File: src/rtl/sumador_serie_ctrl.sv
// sumador_serie_ctrl: adds two 8*NBYTES-bit operands one byte per clock through a single
// external 8-bit adder. Define SUMADOR_SERIE_OVF_EN to add the registered overflow output ovf.
module sumador_serie_ctrl #(
  parameter int NBYTES = 4
) (
  input  logic                  clk,
  input  logic                  rst,
  input  logic                  start,
  input  logic [8*NBYTES-1:0]   op_a,
  input  logic [8*NBYTES-1:0]   op_b,
  input  logic                  cin,
  output logic                  ready,
  output logic                  done,
  output logic [8*NBYTES-1:0]   sum,
  output logic                  cout,
`ifdef SUMADOR_SERIE_OVF_EN
  output logic                  ovf,
`endif
  output logic [7:0]            add_a,
  output logic [7:0]            add_b,
  output logic                  add_cin,
  input  logic [7:0]            add_sum,
  input  logic                  add_cout
);

  localparam int W  = 8 * NBYTES;
  localparam int IW = (NBYTES > 1) ? $clog2(NBYTES) : 1;
  localparam logic [IW-1:0] LAST = IW'(NBYTES - 1);

  typedef enum logic [1:0] {
    IDLE = 2'd0,
    RUN  = 2'd1,
    DONE = 2'd2
  } state_t;

  state_t          state;
  state_t          state_nxt;
  logic [W-1:0]    a_sh;
  logic [W-1:0]    b_sh;
  logic [W-1:0]    res;
  logic [W-1:0]    res_nxt;
  logic            c_reg;
  logic [IW-1:0]   idx;
  logic            accept;
  logic            last_byte;

  // Handshake: an op is taken on a rising edge with start && ready (ready only in IDLE);
  // done is a one-cycle pulse in the cycle where sum/cout first hold the new result.
  assign accept    = start && (state == IDLE);
  assign last_byte = (state == RUN) && (idx == LAST);

  always_ff @(posedge clk or posedge rst) begin
    if (rst) begin
      state <= IDLE;
    end else begin
      state <= state_nxt;
    end
  end

  always_comb begin
    state_nxt = state;
    ready     = 1'b0;
    done      = 1'b0;
    add_a     = 8'd0;
    add_b     = 8'd0;
    add_cin   = 1'b0;
    case (state)
      IDLE: begin
        ready = 1'b1;
        if (start) begin
          state_nxt = RUN;
        end
      end
      RUN: begin
        add_a   = a_sh[7:0];
        add_b   = b_sh[7:0];
        add_cin = c_reg;
        if (idx == LAST) begin
          state_nxt = DONE;
        end
      end
      DONE: begin
        done      = 1'b1;
        state_nxt = IDLE;
      end
      default: begin
        state_nxt = IDLE;
      end
    endcase
  end

  // Result being assembled, with the current adder byte merged in at position idx.
  always_comb begin
    res_nxt = res;
    if (state == RUN) begin
      res_nxt[{idx, 3'b000} +: 8] = add_sum;
    end
  end

  always_ff @(posedge clk or posedge rst) begin
    if (rst) begin
      a_sh  <= '0;
      b_sh  <= '0;
      c_reg <= 1'b0;
      idx   <= '0;
      res   <= '0;
      sum   <= '0;
      cout  <= 1'b0;
`ifdef SUMADOR_SERIE_OVF_EN
      ovf   <= 1'b0;
`endif
    end else if (accept) begin
      a_sh  <= op_a;
      b_sh  <= op_b;
      c_reg <= cin;
      idx   <= '0;
    end else if (state == RUN) begin
      res   <= res_nxt;
      c_reg <= add_cout;
      a_sh  <= a_sh >> 8;
      b_sh  <= b_sh >> 8;
      idx   <= idx + 1'b1;
      // sum/cout keep the previous result until the top byte is in.
      if (last_byte) begin
        sum  <= res_nxt;
        cout <= add_cout;
`ifdef SUMADOR_SERIE_OVF_EN
        ovf  <= (add_a[7] == add_b[7]) && (add_sum[7] != add_a[7]);
`endif
      end
    end
  end

  a_done_single: assert property (@(posedge clk) disable iff (rst) done |=> !done);
  a_ready_done:  assert property (@(posedge clk) disable iff (rst) !(ready && done));

endmodule
File: config.mk
export PLATFORM = sky130hd
export DESIGN_NAME = sumador_serie_ctrl
export DESIGN_NICKNAME = d
export VERILOG_FILES = /design/src/rtl/sumador_serie_ctrl.sv
export SDC_FILE = /design/constraint.sdc
export NUM_CORES = 1
export LEC_CHECK = 0
export CORE_MARGIN = 1
export CORE_UTILIZATION = 50
export CTS_CLUSTER_SIZE = 12
export DETAILED_ROUTE_END_ITERATION = 7
export PLACE_DENSITY = 0.8
export RECOVER_POWER = 25
export SLEW_MARGIN = 40
export SYNTH_ARGS = -nofsm -noshare
export SYNTH_HDL_FRONTEND = slang
export SYNTH_SLANG_ARGS = --single-unit
File: constraint.sdc
create_clock -name clk -period 4.2 [get_ports clk]
set_input_delay 0.42 -clock clk [delete_from_list [all_inputs] [get_ports clk]]
set_output_delay 0.42 -clock clk [all_outputs]
set_load 0.05 [all_outputs]
=== Yosys cells after proc, flatten, opt, wreduce, memory -nomap -nowiden ===
Index checks and enable logic that the tools add are counted.

* Bitwise logic cells: 1
* Equality and inequality tests: 5
* Muxes and demuxes: 17
* Shift-type cells: 2
* Add/subtract/negate cells: 2
* Reductions and logical operators: 7

{| class="wikitable"
|+ Operators with widths
! kind !! count
|-
| $mux 32 || 4
|-
| $bwmux 32 || 1
|-
| $shift 8x7->32 const A || 1
|-
| $shiftx 8x7->32 || 1
|-
| $mux 8 || 2
|-
| $mux 2 || 4
|-
| $neg 5->7 || 1
|-
| $mux 1 || 5
|-
| $eq 2x2->1 const B || 2
|-
| $ne 2x2->1 const B || 2
|-
| $pmux 2 s2 || 1
|-
| $reduce_and 2->1 || 2
|-
| $reduce_and 3->1 || 1
|-
| $add 2x1->2 const B || 1
|-
| $eq 2x1->1 const B || 1
|-
| $logic_and 1x1->1 || 2
|-
| $logic_not 2->1 || 1
|-
| $reduce_bool 2->1 || 1
|-
| $not 1->1 || 1
|}

* Word-level logic and storage cells: 42
* Input port bits: 77
* Flip-flop bits (word level): 134

=== Depth between registers and ports, before layout ===
Gate-level depths: netlist of run 1.

* Depth in word-level cells: 4
* Gate-level depth with buffers: 7

=== Worst setup path after synthesis of run 1 ===
OpenSTA, ideal clock, no wires.

* Kind: reg2out
* Start point: reg state[0]
* End point: out add_a[7]
* Buffers on the path: 2
* Arrival: 1342 ps
* Setup slack: 2438 ps
* Cell stages (with the launch flop): 5
* Path through: dfrtp_1 nor2b_1 buf_4 clkbuf_1 and2_1

* Longest elaborated chain between the ends: 2

{| class="wikitable"
|+ RTL lines
! what !! line !! text
|-
| start: declaration || 36 || <nowiki>state_t state;</nowiki>
|-
| start signal: assignment || 56 || <nowiki>state <= state_nxt;</nowiki>
|-
| $eq 2x1->1 || 67 || <nowiki>case (state)</nowiki>
|-
| $mux 8 || 67 ||
|-
| end: declaration || 19 || <nowiki>output logic [7:0] add_a,</nowiki>
|}

Every way passes these cells.

=== Worst setup path after layout of run 1 ===
* Start point: reg state[0]
* End point: out add_cin

* Longest elaborated chain between the ends: 2

{| class="wikitable"
|+ RTL lines
! what !! line !! text
|-
| $eq 2x1->1 || 67 ||
|-
| $mux 1 || 67 ||
|-
| end: declaration || 21 || <nowiki>output logic add_cin,</nowiki>
|}

Every way passes these cells.

==> results of run 1 <==
[logic make-up after synthesis]
| group | synth area share |
|---|---|
| compound gates | 0.188 |
| simple gates | 0.176 |
| flops | 0.576 |
| mux | 0.00206 |
| buf+inv | 0.0462 |
| fa+ha+maj | 0.0114 |
[power groups by stage]
stage | sequential (mW) | clock, mW | combinational (mW)
after global routing | 2.13 | 1.53 | 3.20
after floorplan | 2.52 | 0 | 1.59
after CTS | 2.06 | 1.49 | 2.98
after detailed placement | 2.06 | 0 | 2.94
after global placement | 2.05 | 0 | 2.83
final | 2.07 | 1.47 | 2.98
[how the worst min path moves through the flow]
stage | from | endpoint | depth (start not counted)
2_1_floorplan | a_sh[0] | a_sh[0] | 2
3_3_place_gp | b_sh[0] | b_sh[0] | 2
3_5_place_dp | b_sh[6] | b_sh[6] | 2
4_1_cts | rst | cout | 2
5_1_grt | op_b[30] | b_sh[30] | 3
6_report | op_a[25] | a_sh[25] | 3
[metal layers]
layer | track usage | routed length [um] | part of all wire | vias up
li1 | - | - | - | 2102
met1 | 0.354 | 6200 | 0.44 | 2193
met2 | 0.396 | 6630 | 0.47 | 161
met3 | 0.0565 | 897 | 0.064 | 33
met4 | 0.115 | 386 | 0.027 | 0
met5 | 0 | 0 | 0 | -
[layout make-up]
type | count | area, um^2 | share of cell area
flip-flops and latches | 126 | 3150 | 0.424
multi-input cells | 364 | 2110 | 0.283
repair buffers | 135 | 1390 | 0.187
clock buffers | 23 | 487 | 0.0655
well taps | 136 | 170 | 0.0229
clock inverters | 6 | 108 | 0.0145
inverters | 6 | 23.8 | 0.00320
[cells in the mapped netlist (all sizes together), types with 7 or more instances]
library cell and instances:
nand2 136, dfrtp 126, a22oi 52, buf 32
a21oi 28, nor2 27, a22o 21, and2 18
o21ai 17, nor2b 15, clkbuf 10, a32o 7
[worst reg2reg max path, stage by stage (launching register included)]
cell and delay (ns):
dfrtp_1 0.47, nor2b_4 0.46, buf_4 0.31, nand2_4 0.13, inv_2 0.59, mux2_2 0.43
==> reports/results.ini, run 1 <==
[worst_setup_path]
path_class=reg -> out
end_kind=output pin
cp_top_family=buffers and inverters
cp.depth=4
r2r_cells=5
max_stage_delay_ns=0.80
crit_chain=nor2b_4, buf_4, and2_1, clkdlybuf4s50_1
cp_max_fo=17
r2r_slack_ns=1.69
r2r_end=cout
crit_slowest_cell=clkdlybuf4s50_1
cp_num_buf_inv=2
endpoint=add_cin
startpoint=state[0]
reg2reg_from=state[0]
arrival_ns=2.74
worstPathRequired_ns=3.78
start_kind=flop

[floorplanning]
die_area_um2=11400
fp.coreArea_um2=10500
ioPinCount=129
die_w_um=107
die_height_um=107
rows=37
start_util=0.523

[clocking]
cts_buffer_depth=2
cts_resized=0
cts_tree=yes
h-tree-depth=4
hold_buffers=0
cts_made_buffers=17
clk-insertion-delay-late_ns=0.53
cts_root_buf=clkbuf_8
post_cts_buffers=0
clkSinkCount=126
clkTransAtPathRegs_ns=0.06

[layout]
fin_area_um2=7430
num_antenna_cells=0
fillers=764
final_core_util=0.710
top_regs=a_sh (32), b_sh (32), sum (32)
syn_to_final_growth_pct=35.8
drive_gt1_frac=0.0697
final_nets=732
mostFrequentLayoutCell=nand2_1
instances_no_fill=796
final_cell_mix=133 x nand2_1, 127 x clkdlybuf4s50_1, 126 x dfrtp_1, 52 x a22oi_1, 28 x a21oi_1

[synth]
synth_flop_cell=dfrtp_1
synth_edf_count=0
netlist_area_um2=5470
synth.area.top_cells=dfrtp_1 58%, nand2_1 9.1%, a22oi_1 7.1%, a22o_1 3.4%, a21oi_1 2.6%
ys_seq_area_frac=0.576
yosys.area.top_type=dfrtp_1
yosysWarnings=0
syn-num-nets=620
avgSynthCellArea_um2=10.2
synth_top_area_frac=0.576
synth-async-reset-ratio=1.00
netlist_instances=538
synth.distinct_cells=36
ys_ff_latch=126

[detailed_routing]
postRouteAntennaNets=0
vias=4489
dr.pass1.iters=5
routed_wl_mm=14.1
drt_iter0_drc=327
wl_per_cell_um=17.7
vias_per_cell=5.64
drcViolationCount=0

[sta]
slew_violations=61
worst_slack_ns=1.04
clock_skew_ns=0.0101
tns_ns=0
rsz0062_at_grt=no
clock.fmax_ghz=0.317
hold_ws_ns=0.450
finalSetupViolCount=0
hold_viol=0
worst_pin_slew_ns=2.76
max_slew_margin=-0.851
finalCritPeriodShare=0.752
period_minus_slack_ns=3.16

[run]
cap_violations=1

[global_route]
grt_first_pass_wirelength_mm=22.5
grt_usage=0.258
grt_pass1_vias=4500
grt_antenna_before_repair=0
grt_max_degree=82
grt.overflow.total=0

[power]
sw_frac_of_total=0.419
power.switching_mw=2.73
p_leak_nw=3.35
total_power_mw=6.52
powerDensity_nw_per_um2=877
power_frac_comb=0.457
clockPowerShare=0.226
ir_worst_vdd_uv=534
seq_power_share=0.317
internal_power_mw=3.79

[placed_design]
dp_cells=767
detailedPlace.worstSlack_ns=1.62
port_buffers=128
gp_congestion=0.802
dpl_cell_area_um2=6830
hpwlAfterDp_mm=8.92

[outcome]
violations=capacitance limit, slew limit
status=finished with violations

[worst_hold_path]
hp-class=in -> reg

No activity file was read; power rests on OpenSTA's default activity.
==> run 2, diff against run 1 <==
==> constraint.sdc (replaced) <==
create_clock -name clk -period 3.09 [get_ports clk]
set_input_delay 0.309 -clock clk [delete_from_list [all_inputs] [get_ports clk]]
set_output_delay 0.309 -clock clk [all_outputs]
set_load 0.05 [all_outputs]
==> run 2 against run 1 <==
  * Wire length is 0.11% higher
  * Non-clock buffer count is 10 higher
  * Total power is 36% higher
  * The flow now finishes without violations
  * Die area stayed put
  * Final cell count is 1.4% higher
  * Highest routed layer unchanged
  * Register-to-register slack worse by 0.86 ns
  * Critical path depth stayed put
  * Clock-buffer cell count stayed put
  * Combinational power is 36% higher
  * First-iteration DRC count is 15% higher
  * Clock power is 35% higher
  * Global-route usage is 0.051 points higher
==> reports/results.ini, run 2 (synthesis gave the netlist of run 1 again) <==
[worst_setup_path]
max_stage_delay_ns=0.80  ; about the same
start_kind=flop
worstPathRequired_ns=2.78  ; -1.00 ns
cp_num_buf_inv=2  ; unchanged
r2r_slack_ns=0.83  ; -0.86 ns
path_class=reg -> out
crit_slowest_cell=clkdlybuf4s50_1
reg2reg_from=idx[0]
cp_top_family=buffers and inverters
crit_chain=nor2b_4, buf_4, and2_1, clkdlybuf4s50_1
r2r_end=res[1]
end_kind=output pin
arrival_ns=2.44  ; -0.30 ns
cp_max_fo=14  ; -3
r2r_cells=6  ; +1

[detailed_routing]
dr.pass1.iters=7  ; +2
vias=4565  ; +1.7%
vias_per_cell=5.66  ; +0.31%
wl_per_cell_um=17.5  ; -1.3%
postRouteAntennaNets=0  ; unchanged
drt_iter0_drc=375  ; +15%
routed_wl_mm=14.1  ; +0.11%
drcViolationCount=0  ; unchanged

[layout]
top_regs=a_sh (32), b_sh (32), sum (32)
instances_no_fill=807  ; +1.4%
drive_gt1_frac=0.0790  ; +0.00929
num_antenna_cells=0  ; unchanged
syn_to_final_growth_pct=36.1
final_core_util=0.712  ; +0.00155
final_nets=742  ; +1.4%
mostFrequentLayoutCell=nand2_1
fillers=752  ; -1.6%
final_cell_mix=133 x nand2_1, 127 x clkdlybuf4s50_1, 126 x dfrtp_1, 52 x a22oi_1, 28 x a21oi_1
seqCellArea_um2=3150  ; unchanged
multi_input_area_um2=2090  ; -0.59%

[power]
power.switching_mw=3.70  ; +35%
internal_power_mw=5.14  ; +36%
ir_worst_vdd_uv=738  ; +38%
clockPowerShare=0.224  ; -0.002
p_leak_nw=3.37  ; +0.70%
powerDensity_nw_per_um2=1190  ; +35%
power_frac_comb=0.460  ; +0.003
sw_frac_of_total=0.418  ; -0.000916
seq_power_share=0.317  ; about the same
total_power_mw=8.84  ; +36%

[floorplanning]
die_w_um=107  ; unchanged
start_util=0.523  ; unchanged
die_height_um=107  ; unchanged
rows=37  ; unchanged
ioPinCount=129  ; unchanged
fp.coreArea_um2=10500  ; unchanged
die_area_um2=11400  ; unchanged

[run]
cap_violations=0  ; -1

[sta]
clock_skew_ns=0.00720  ; -0.00292 ns
rsz0062_at_grt=no
max_slew_margin=0.133  ; +0.984
period_minus_slack_ns=2.75
hold_viol=0  ; unchanged
tns_ns=0  ; unchanged
worst_slack_ns=0.341  ; -0.703 ns
slew_violations=0  ; -100%
clock.fmax_ghz=0.364
worst_pin_slew_ns=1.30  ; -1.46 ns
finalSetupViolCount=0  ; unchanged
finalCritPeriodShare=0.890

[global_route]
grt_antenna_before_repair=0  ; unchanged
grt.overflow.total=0  ; unchanged
grt_pass1_vias=4513  ; +0.29%
grt_max_degree=81  ; -1.2%
grt_first_pass_wirelength_mm=22.6  ; +0.24%
grt_usage=0.259  ; +0.000514

[clocking]
h-tree-depth=4  ; unchanged
clk-insertion-delay-late_ns=0.51  ; -0.02 ns
clkSinkCount=126  ; unchanged
cts_root_buf=clkbuf_8
clkTransAtPathRegs_ns=0.06  ; about the same
cts_buffer_depth=2  ; unchanged
cts_made_buffers=17  ; unchanged
cts_tree=yes

[placed_design]
dp_cells=773  ; +0.78%
port_buffers=128  ; unchanged
gp_congestion=0.828  ; +3.2%
hpwlAfterDp_mm=9.13  ; +2.4%
detailedPlace.worstSlack_ns=0.674  ; -0.941 ns

[worst_hold_path]
hp-class=in -> async

[outcome]
status=completed

[run 2: final cells by class]
| type | count | area share |
|---|---|---|
| clock buffers | 23 | 0.0640 |
| clock inverters | 7 | 0.0148 |
| inverters | 6 | 0.00319 |
| multi-input cells | 364 | 0.281 |
| flip-flops and latches | 126 | 0.423 |
| well taps | 136 | 0.0228 |
| repair buffers | 145 | 0.191 |
[run 2: worst max-delay path by stage]
stage | startpoint | depth (start not counted) | endpoint | slack [ns]
after floorplan | rst | 1 | a_sh[0] | 1.23
after global placement | state[0] | 4 | add_b[3] | 0.75
after detailed placement | state[0] | 4 | add_b[0] | 0.67
after CTS | state[0] | 4 | add_b[0] | 0.14
after global routing | rst | 4 | b_sh[27] | 0.13
final | state[0] | 4 | add_a[6] | 0.34
[run 2: per-stage QoR]
step | hold slack (ns) | instance area, um^2
2_1_floorplan | 0.426 | 5480
3_3_place_gp | 0.450 | 6860
3_5_place_dp | 0.454 | 6860
4_1_cts | 0.333 | 7440
5_1_grt | 0.336 | 7450
6_report | 0.310 | 7450
[run 2: power by group through the flow]
stage          sequential [mW]  clock (mW)  combinational (mW)
2_1_floorplan             3.42           0                2.16
3_3_place_gp              2.78           0                3.90
3_5_place_dp              2.81           0                3.99
4_1_cts                   2.79        2.00                4.04
5_1_grt                   2.88        2.07                4.38
6_report                  2.80        1.98                4.06
[run 2: what timing repair did]
item | in CTS | in global routing
gates resized for setup | 0 | 0
setup endpoints to repair | 0 | 1
setup buffers | 0 | 3
hold buffers | 0 | 0
[run 2: per-layer routing]
layer,track usage,share of wire
met5,0,0
met4,0.0949,0.016
met3,0.0657,0.060
met2,0.400,0.50
met1,0.355,0.43
